**src/rtl/param_counter.sv**
```systemverilog
// Up/down modulo counter with runtime limit and stride, sync clear/load, wrap or saturate.
// Optional bit-reversed output port enabled by defining BITREV_OUT_EN.
module param_counter #(
  parameter int unsigned      WIDTH   = 8,
  parameter int unsigned      STEP_W  = 4,
  parameter logic [WIDTH-1:0] RST_VAL = '0
) (
  input  logic              clk,
  input  logic              rst_n,
  input  logic              i_en,
  input  logic              i_clr,
  input  logic              i_load,
  input  logic [WIDTH-1:0]  i_load_val,
  input  logic              i_dir,
  input  logic [STEP_W-1:0] i_step,
  input  logic [WIDTH-1:0]  i_limit,
  input  logic              i_sat,
  output logic [WIDTH-1:0]  o_count,
  output logic              o_max,
  output logic              o_min,
`ifdef BITREV_OUT_EN
  output logic              o_wrap,
  output logic [WIDTH-1:0]  o_count_rev
`else
  output logic              o_wrap
`endif
);

  logic [WIDTH-1:0] r_count;
  logic             r_wrap;

  logic [WIDTH:0]   w_count_x;
  logic [WIDTH:0]   w_limit_x;
  logic [WIDTH:0]   w_step_x;
  logic [WIDTH:0]   w_sum;
  logic [WIDTH-1:0] w_step_n;
  logic [WIDTH-1:0] w_up_wrap;
  logic [WIDTH-1:0] w_dn_wrap;
  logic [WIDTH-1:0] w_load_clip;
  logic [WIDTH-1:0] w_next;
  logic             w_wrap_next;

  // Bounds tests use WIDTH+1 bits; the wrap results only need the low WIDTH bits,
  // which modular arithmetic gives exactly, so i_limit = 2^WIDTH-1 still wraps cleanly.
  always_comb begin
    w_count_x   = {1'b0, r_count};
    w_limit_x   = {1'b0, i_limit};
    w_step_x    = (WIDTH+1)'(i_step);
    w_step_n    = WIDTH'(i_step);
    w_sum       = w_count_x + w_step_x;
    w_up_wrap   = r_count + w_step_n - i_limit - WIDTH'(1);
    w_dn_wrap   = r_count + i_limit + WIDTH'(1) - w_step_n;
    w_load_clip = (i_load_val > i_limit) ? i_limit : i_load_val;
  end

  always_comb begin
    w_next      = r_count;
    w_wrap_next = 1'b0;
    if (i_clr) begin
      w_next = '0;
    end else if (i_load) begin
      w_next = w_load_clip;
    end else if (i_en && (i_step != '0)) begin
      if (i_dir) begin
        if (w_sum <= w_limit_x) begin
          w_next = w_sum[WIDTH-1:0];
        end else if (i_sat) begin
          w_next = i_limit;
        end else begin
          w_next      = w_up_wrap;
          w_wrap_next = 1'b1;
        end
      end else begin
        if (w_count_x >= w_step_x) begin
          w_next = r_count - w_step_n;
        end else if (i_sat) begin
          w_next = '0;
        end else begin
          w_next      = w_dn_wrap;
          w_wrap_next = 1'b1;
        end
      end
    end
  end

  always_ff @(posedge clk or negedge rst_n) begin
    if (!rst_n) begin
      r_count <= RST_VAL;
      r_wrap  <= 1'b0;
    end else begin
      r_count <= w_next;
      r_wrap  <= w_wrap_next;
    end
  end

  assign o_count = r_count;
  assign o_wrap  = r_wrap;
  assign o_max   = (r_count >= i_limit);
  assign o_min   = (r_count == '0);

`ifdef BITREV_OUT_EN
  always_comb begin
    o_count_rev = '0;
    for (int unsigned i = 0; i < WIDTH; i++) begin
      o_count_rev[i] = r_count[WIDTH-1-i];
    end
  end
`endif

endmodule

```
**config.mk**
```make
export PLATFORM = sky130hd
export DESIGN_NAME = param_counter
export DESIGN_NICKNAME = d
export VERILOG_FILES = /design/src/rtl/param_counter.sv
export SDC_FILE = /design/constraint.sdc
export NUM_CORES = 1
export LEC_CHECK = 0
export CAP_MARGIN = 20
export CORE_ASPECT_RATIO = 2
export CORE_MARGIN = 3
export CORE_UTILIZATION = 40
export DETAILED_ROUTE_END_ITERATION = 10
export PLACE_DENSITY_LB_ADDON = 0.25
export SETUP_SLACK_MARGIN = 0.05
export SKIP_CTS_REPAIR_TIMING = 1
export SLEW_MARGIN = 40
export SYNTH_ARGS = -nofsm -noshare
export SYNTH_HDL_FRONTEND = slang
export SYNTH_SLANG_ARGS = --single-unit
```
**constraint.sdc**
```tcl
create_clock -name clk -period 3.75 [get_ports clk]
set_input_delay 0.5625 -clock clk [delete_from_list [all_inputs] [get_ports clk]]
set_output_delay 0.5625 -clock clk [all_outputs]
set_load 0.03 [all_outputs]
```
==> key figures, run 1 <==
Drt
  – Drt wl/cell: 18.83 um
  – Vias: 2,774
  – Iter 0 DRT Violations: 88
  – DRC Markers: 0
  – Drt first pass iters: 4
  – Via density: 5.581
  – Post-route ant nets: 0
  – Post-Route WL: 9358 um

Timing
  – Unrepaired setup endpoints after global routing: false
  – Period minus WS final: 3.582 ns
  – Fmax: 279.2 MHz
  – Worst Clk Skew: approximately 0.00026 ns
  – Slew Viols, Final: 0
  – Final hold vios: 0
  – Max_slew headroom: between 40% and 50%
  – Period utilization: 95.51%
  – Setup Viol. Count Final: 0
  – Setup TNS: 0 ns
  – Worst slew pin tran: 0.8243 ns
  – Hold_ws: a little over 0.6 ns

Yosys
  – Post-synthesis cell type count: 60
  – Asr flop ratio synth: 100.0%
  – Post-synth top flop: dfrtp_1
  – Mapped Cells: approximately 330
  – Number of synthesized flops with an enable pin: 0
  – #FFs+latches synth: 9
  – Post-synth top area cell: ha_1
  – Synth top area cells: ha_1, fa_1, dfrtp_1, inv_1, a21oi_1
  – Post-synthesis cell area: between 2000 and 3000 um2
  – Sequential share of the synthesized area: 8.283%
  – Commonest cells in the synthesized netlist: ha_1, inv_1, a21oi_1, nand2_1, o21ai_0
  – Mapped Nets: 424
  – Area share of the largest cell type after synthesis: 23.47%
  – Syn Area/Cell: 8.165 um2
  – Synth warn: 0

Setup path
  – Crit Path Max Fanout: 3
  – FF-to-FF setup slack: 0.22 ns
  – Worst R2R Path Depth: 16
  – Startpoint Class: input pin
  – Critical path arrival: 3.70 ns
  – R2R Path End: o_count[5]$_DFFE_PN0P_
  – Critical path class: in -> reg
  – Critical path required time: 3.87 ns
  – Worst Setup End Kind: register
  – R2R Path Start: o_count[0]$_DFFE_PN0P_

Outcome
  – Status: finished, final reports clean

Hold path
  – Sink of the worst hold path: o_count[0]$_DFFE_PN0P_
  – WHS Path Cells: 1
  – Worst Hold Class: reg -> reg
  – Hold path startpoint: o_count[0]$_DFFE_PN0P_

CTS
  – Clock latency on the worst-skew pair: 0.23 ns
  – CTS clk-pin slew, worst paths: 0.04 ns
  – Clock Sinks: 9
  – CTS Buffer Depth: 2
  – Root buffer cell: clkbuf_16
  – CTS tree: done
  – H-Tree Depth: 1
  – CTS Buf Count: 3

Die
  – Initial Util: 42.06%
  – Die Y: 122.6 um
  – Core area: between 6000 and 7000 um2
  – Die width: 64.30 um
  – # rows: around 40
  – IO Pins: 38
  – Die ar.: between 7000 and 8000 um2

Final layout
  – Nets: a little over 500
  – Diodes inserted: 0
  – Layout cells sized above 1: a little over a fifth
  – Area Overhead vs Synth: 35.43%

Pwr
  – Lkg Pwr: 1.787 nW
  – NetSw: 573.6 uW
  – P_int: 676.2 uW
  – Switching fraction of total power: 45.90%
  – Combinational power share: 73.7%
  – Power per cell area: 339.4 nW/um2
  – Clock share of power: 15.2%
  – Peak VDD IR: 152.9 uV
  – Seq pwr share: around 11%

Place
  – HPWL Detailed: 7934 um
  – Port-buffer cells: 37
  – GP Congestion: 0.9427

Global route
  – Grt total ovfl: 0
  – Initial antenna violation count: 0
  – Largest net degree at the start of global routing: 16
  – Vias in the first global route: 2,952
  – First-pass GRT wire length: 14,480 um
  – GRT Util Overall: 24.35%

Job
  – Max cap viols: 0
[sequential cells by signal, indices dropped and copies added (netlist names)]
signal and flops:
o_count 8, o_wrap 1
[worst max-delay path, stage by stage]
cell,delay [ns]
clkdlybuf4s50_1,0.50
fa_1,0.53
inv_1,0.07
ha_1,0.27
fa_1,0.43
a21o_1,0.19
nand3_1,0.08
nand2_1,0.12
a2111oi_1,0.45
a31o_2,0.17
o311ai_1,0.10
a32o_1,0.24
[cell type report]
cell class / instances / area (um2)
clock buffer: 4 / 78.83
timing repair buffer: 83 / 720.7
multi-input combinational: 263 / 2352
fill: 655 / 2781
tap: 86 / 107.6
sequential: 9 / 227.7
inverter: 52 / 195.2
[worst max path at each step]
stage,from,end,slack [ns],depth (start not counted)
after floorplan,o_count[0]$_DFFE_PN0P_,o_count[2]$_DFFE_PN0P_,0.12,16
after global placement,i_step[0],o_wrap$_DFF_PN0_,-0.43,17
after detailed placement,i_step[0],o_wrap$_DFF_PN0_,-0.54,17
after CTS,i_step[0],o_wrap$_DFF_PN0_,-0.33,17
after global routing,i_step[0],o_count[1]$_DFFE_PN0P_,0.03,16
final,i_limit[1],o_count[7]$_DFFE_PN0P_,0.17,12
[layer usage]
metal	GRT usage, %	up-vias	wire length [um]
met3	2.289	46	223
met4	17.48	0	905
li1	-	1343	-
met5	0	-	0
met1	22.47	1302	3173
met2	47.73	83	5056
[placed cells by master, fill, tap and decap left out, drive strengths merged, types with 4 or more instances in the layout]
cell type / Yosys / final
inv: 52 / 52
ha: 51 / 51
buf: 4 / 46
clkdlybuf4s50: 0 / 32
a21oi: 30 / 30
nand2: 22 / 22
o21ai: 19 / 19
xnor2: 15 / 15
nor3: 14 / 14
fa: 13 / 13
nor2: 10 / 10
mux2i: 10 / 10
dfrtp: 9 / 9
a21o: 7 / 7
a211oi: 6 / 6
nand3: 5 / 5
clkbuf: 5 / 5
xor2: 4 / 4
nand4: 4 / 4
a221o: 4 / 4
dlymetal6s2s: 0 / 4
nor2b: 4 / 4
[power groups by stage]
stage,Sequential [mW],Clock (mW),Combinational (mW)
CTS,0.136,0.190,0.888
detailed placement,0.137,0,0.882
global placement,0.137,0,0.866
finish,0.139,0.190,0.921
floorplan,0.150,0,0.541
global route,0.140,0.195,1.01
[cell families after synthesis]
| group | count (synthesis) | synth area share (%) |
|---|---|---|
| AOI/OAI and AO/OA | 97 | 24.85 |
| and+or+nand+nor | 70 | 13.62 |
| adders and majority gates | 64 | 33.04 |
| buffers and inverters | 61 | 9.158 |
| xor gates and xnor gates | 19 | 6.121 |
| muxes | 13 | 4.924 |
| DFF | 9 | 8.284 |
[per-stage QoR]
stage | power (mW) | instances | instance area [um2] | utilization [%] | worst slack (ns)
2_1_floorplan | 0.6901 | 333 | 2720 | - | 0.1164
3_3_place_gp | 1.003 | 491 | 3475 | 53.76 | -0.4342
3_5_place_dp | 1.019 | 491 | 3475 | 53.76 | -0.5411
4_1_cts | 1.214 | 495 | 3553 | 54.97 | -0.3268
5_1_grt | 1.344 | 497 | 3682 | 56.97 | 0.03471
6_report | 1.250 | 497 | 3682 | 56.97 | 0.1684
No activity file was read; power rests on OpenSTA's default activity.
==> run 2: changes to the inputs <==
Settings changed: CORE_MARGIN 3 to unset, SLEW_MARGIN 40 to 20.
==> run 2 against run 1 <==
Effect of this change: final cell count increased by 1.0%; sequential power about the same; maximum frequency up 0.54%; sequential cell count stayed put; combinational power up 1%; global-route usage increased by 3.0 points; total power up 1.1%; critical path depth is 3 higher; critical path type is now reg -> reg.
==> key figures, run 2 (synthesized netlist as in run 1, its figures left out) <==
Outcome
  – Status: finished, final reports clean

Global route
  – Largest net degree at the start of global routing: 16 (unchanged)
  – Initial antenna violation count: 0 (unchanged)
  – Vias in the first global route: 2,848 (-3.5%)
  – Grt total ovfl: 0 (unchanged)
  – First-pass GRT wire length: 14,250 um (-1.6%)
  – GRT Util Overall: 27.35% (+3.0 points)

Timing
  – Fmax: 280.7 MHz (+0.54%)
  – Slew Viols, Final: 0 (unchanged)
  – Worst Clk Skew: 0.001858 ns (+0.001597 ns)
  – Period minus WS final: 3.562 ns (-0.01933 ns)
  – Period utilization: 94.99% (-0.52 points)
  – Max_slew headroom: 47.55% (+2.9 points)
  – Worst slew pin tran: 0.7807 ns (-0.04355 ns)
  – Final hold vios: 0 (unchanged)
  – Unrepaired setup endpoints after global routing: true
  – Setup Viol. Count Final: 0 (unchanged)

Place
  – Dpl cell area: 3477 um2 (about the same)
  – GP Congestion: 0.9862 (+4.6%)
  – HPWL Detailed: 7847 um (-1.1%)
  – Port-buffer cells: 37 (unchanged)

Final layout
  – Max reg flops: 8 (unchanged)
  – Most frequent cells in the layout: buf_4, inv_1, ha_1, clkdlybuf4s50_1, a21oi_1
  – Layout cells sized above 1: 20.77% (-0.15 points)
  – Final Cell Area: 3697 um2 (+0.41%)
  – Nets: 506 (+0.60%)
  – Commonest non-fill, non-tap cell in the layout: buf_4
  – Diodes inserted: 0 (unchanged)
  – Area Overhead vs Synth: 35.99%

Setup path
  – Critical path required time: 3.86 ns (about the same)
  – Worst Setup End Kind: register
  – Startpoint Class: register
  – Crit Path Max Fanout: 7 (+4)
  – Critical path class: reg -> reg
  – Critical path arrival: 3.67 ns (-0.03 ns)

Drt
  – DRC Markers: 0 (unchanged)
  – Drt first pass iters: 4 (unchanged)
  – Post-Route WL: 9264 um (-1.0%)
  – Post-route ant nets: 0 (unchanged)
  – Via density: 5.474 (-1.9%)
  – Vias: 2,748 (-0.94%)
  – Drt wl/cell: 18.45 um (-2.0%)
  – Iter 0 DRT Violations: 98 (+11%)

Die
  – IO Pins: 38 (unchanged)
  – Die width: 60.30 um (-6.2%)
  – # rows: 42 (+2.4%)
  – Die Y: 118.6 um (-3.3%)
  – Die ar.: 7151 um2 (-9.3%)
  – Core area: 6569 um2 (+1.6%)
  – Initial Util: 41.39% (-0.67 points)

Pwr
  – Power per cell area: 341.7 nW/um2 (+0.66%)
  – Peak VDD IR: 173.2 uV (+13%)
  – Total power draw: 1.263 mW (+1.1%)
  – Lkg Pwr: 1.798 nW (+0.63%)

CTS
  – CTS tree: done
  – CTS Buf Count: 3 (unchanged)
  – Clock Sinks: 9 (unchanged)
  – CTS Buffer Depth: 2 (unchanged)
  – Root buffer cell: clkbuf_16
  – CTS clk-pin slew, worst paths: 0.04 ns (about the same)
  – Clock latency on the worst-skew pair: 0.23 ns (about the same)
  – H-Tree Depth: 1 (unchanged)

Job
  – Max cap viols: 0 (unchanged)

Hold path
  – Worst Hold Class: in -> async
[run 2: layer usage]
metal,vias up,GRT usage (%),routed length (um)
li1,1349,-,-
met1,1277,26.68,3126
met2,80,49.18,5024
met3,42,2.407,242
met4,0,20.49,871
met5,-,0,0
[run 2: area by class of cell]
type / instances / area (um2)
Clock buffer: 4 / 78.83
Fill cell: 635 / 2872
Inverter: 52 / 195.2
Multi-Input combinational cell: 263 / 2344
Sequential cell: 9 / 226.5
Tap cell: 88 / 110.1
Timing Repair Buffer: 86 / 743.2
[run 2: per-stage QoR]
stage,instances,setup TNS [ns],setup WS [ns],util (%),hold WS [ns]
global placement,493,-2.637,-0.4883,52.93,0.6099
floorplan,333,0,0.1164,-,0.2669
detailed placement,493,-3.645,-0.5765,52.93,0.6090
global route,502,0,0.02073,56.29,0.6767
finish,502,0,0.1877,56.29,0.6485
CTS,497,-1.685,-0.3688,54.13,0.6181
[run 2: critical path: stages, from the launching register on]
cell      delay, ns
dfrtp_1        0.41
ha_2           0.22
inv_2          0.04
fa_2           0.40
o21bai_4       0.13
a21oi_2        0.08
nor3_2         0.18
xnor2_1        0.11
ha_1           0.32
nand3_2        0.09
or4_4          0.55
o21ai_4        0.09
o31a_4         0.23
mux2i_1        0.19
a211oi_1       0.10
a221o_1        0.30
[run 2: worst paths after layout]
path	cells after the start	from	to	slack (ns)
min reg2reg	1	o_count[5]$_DFFE_PN0P_	o_count[5]$_DFFE_PN0P_	0.70
min in group clk	1	o_count[5]$_DFFE_PN0P_	o_count[5]$_DFFE_PN0P_	0.70
max in group asynchronous	1	rst_n	o_count[1]$_DFFE_PN0P_	2.76
max	15	o_count[0]$_DFFE_PN0P_	o_count[1]$_DFFE_PN0P_	0.19
max reg2reg	15	o_count[0]$_DFFE_PN0P_	o_count[1]$_DFFE_PN0P_	0.19
min	1	rst_n	o_count[0]$_DFFE_PN0P_	0.65
[run 2: report_power, final]
group / switching, mW / internal [mW] / leakage, nW / total, mW
Clock: 0.0469 / 0.142 / 0.0382 / 0.189
Sequential: 0.0317 / 0.109 / 0.118 / 0.140
Combinational: 0.497 / 0.437 / 1.64 / 0.934
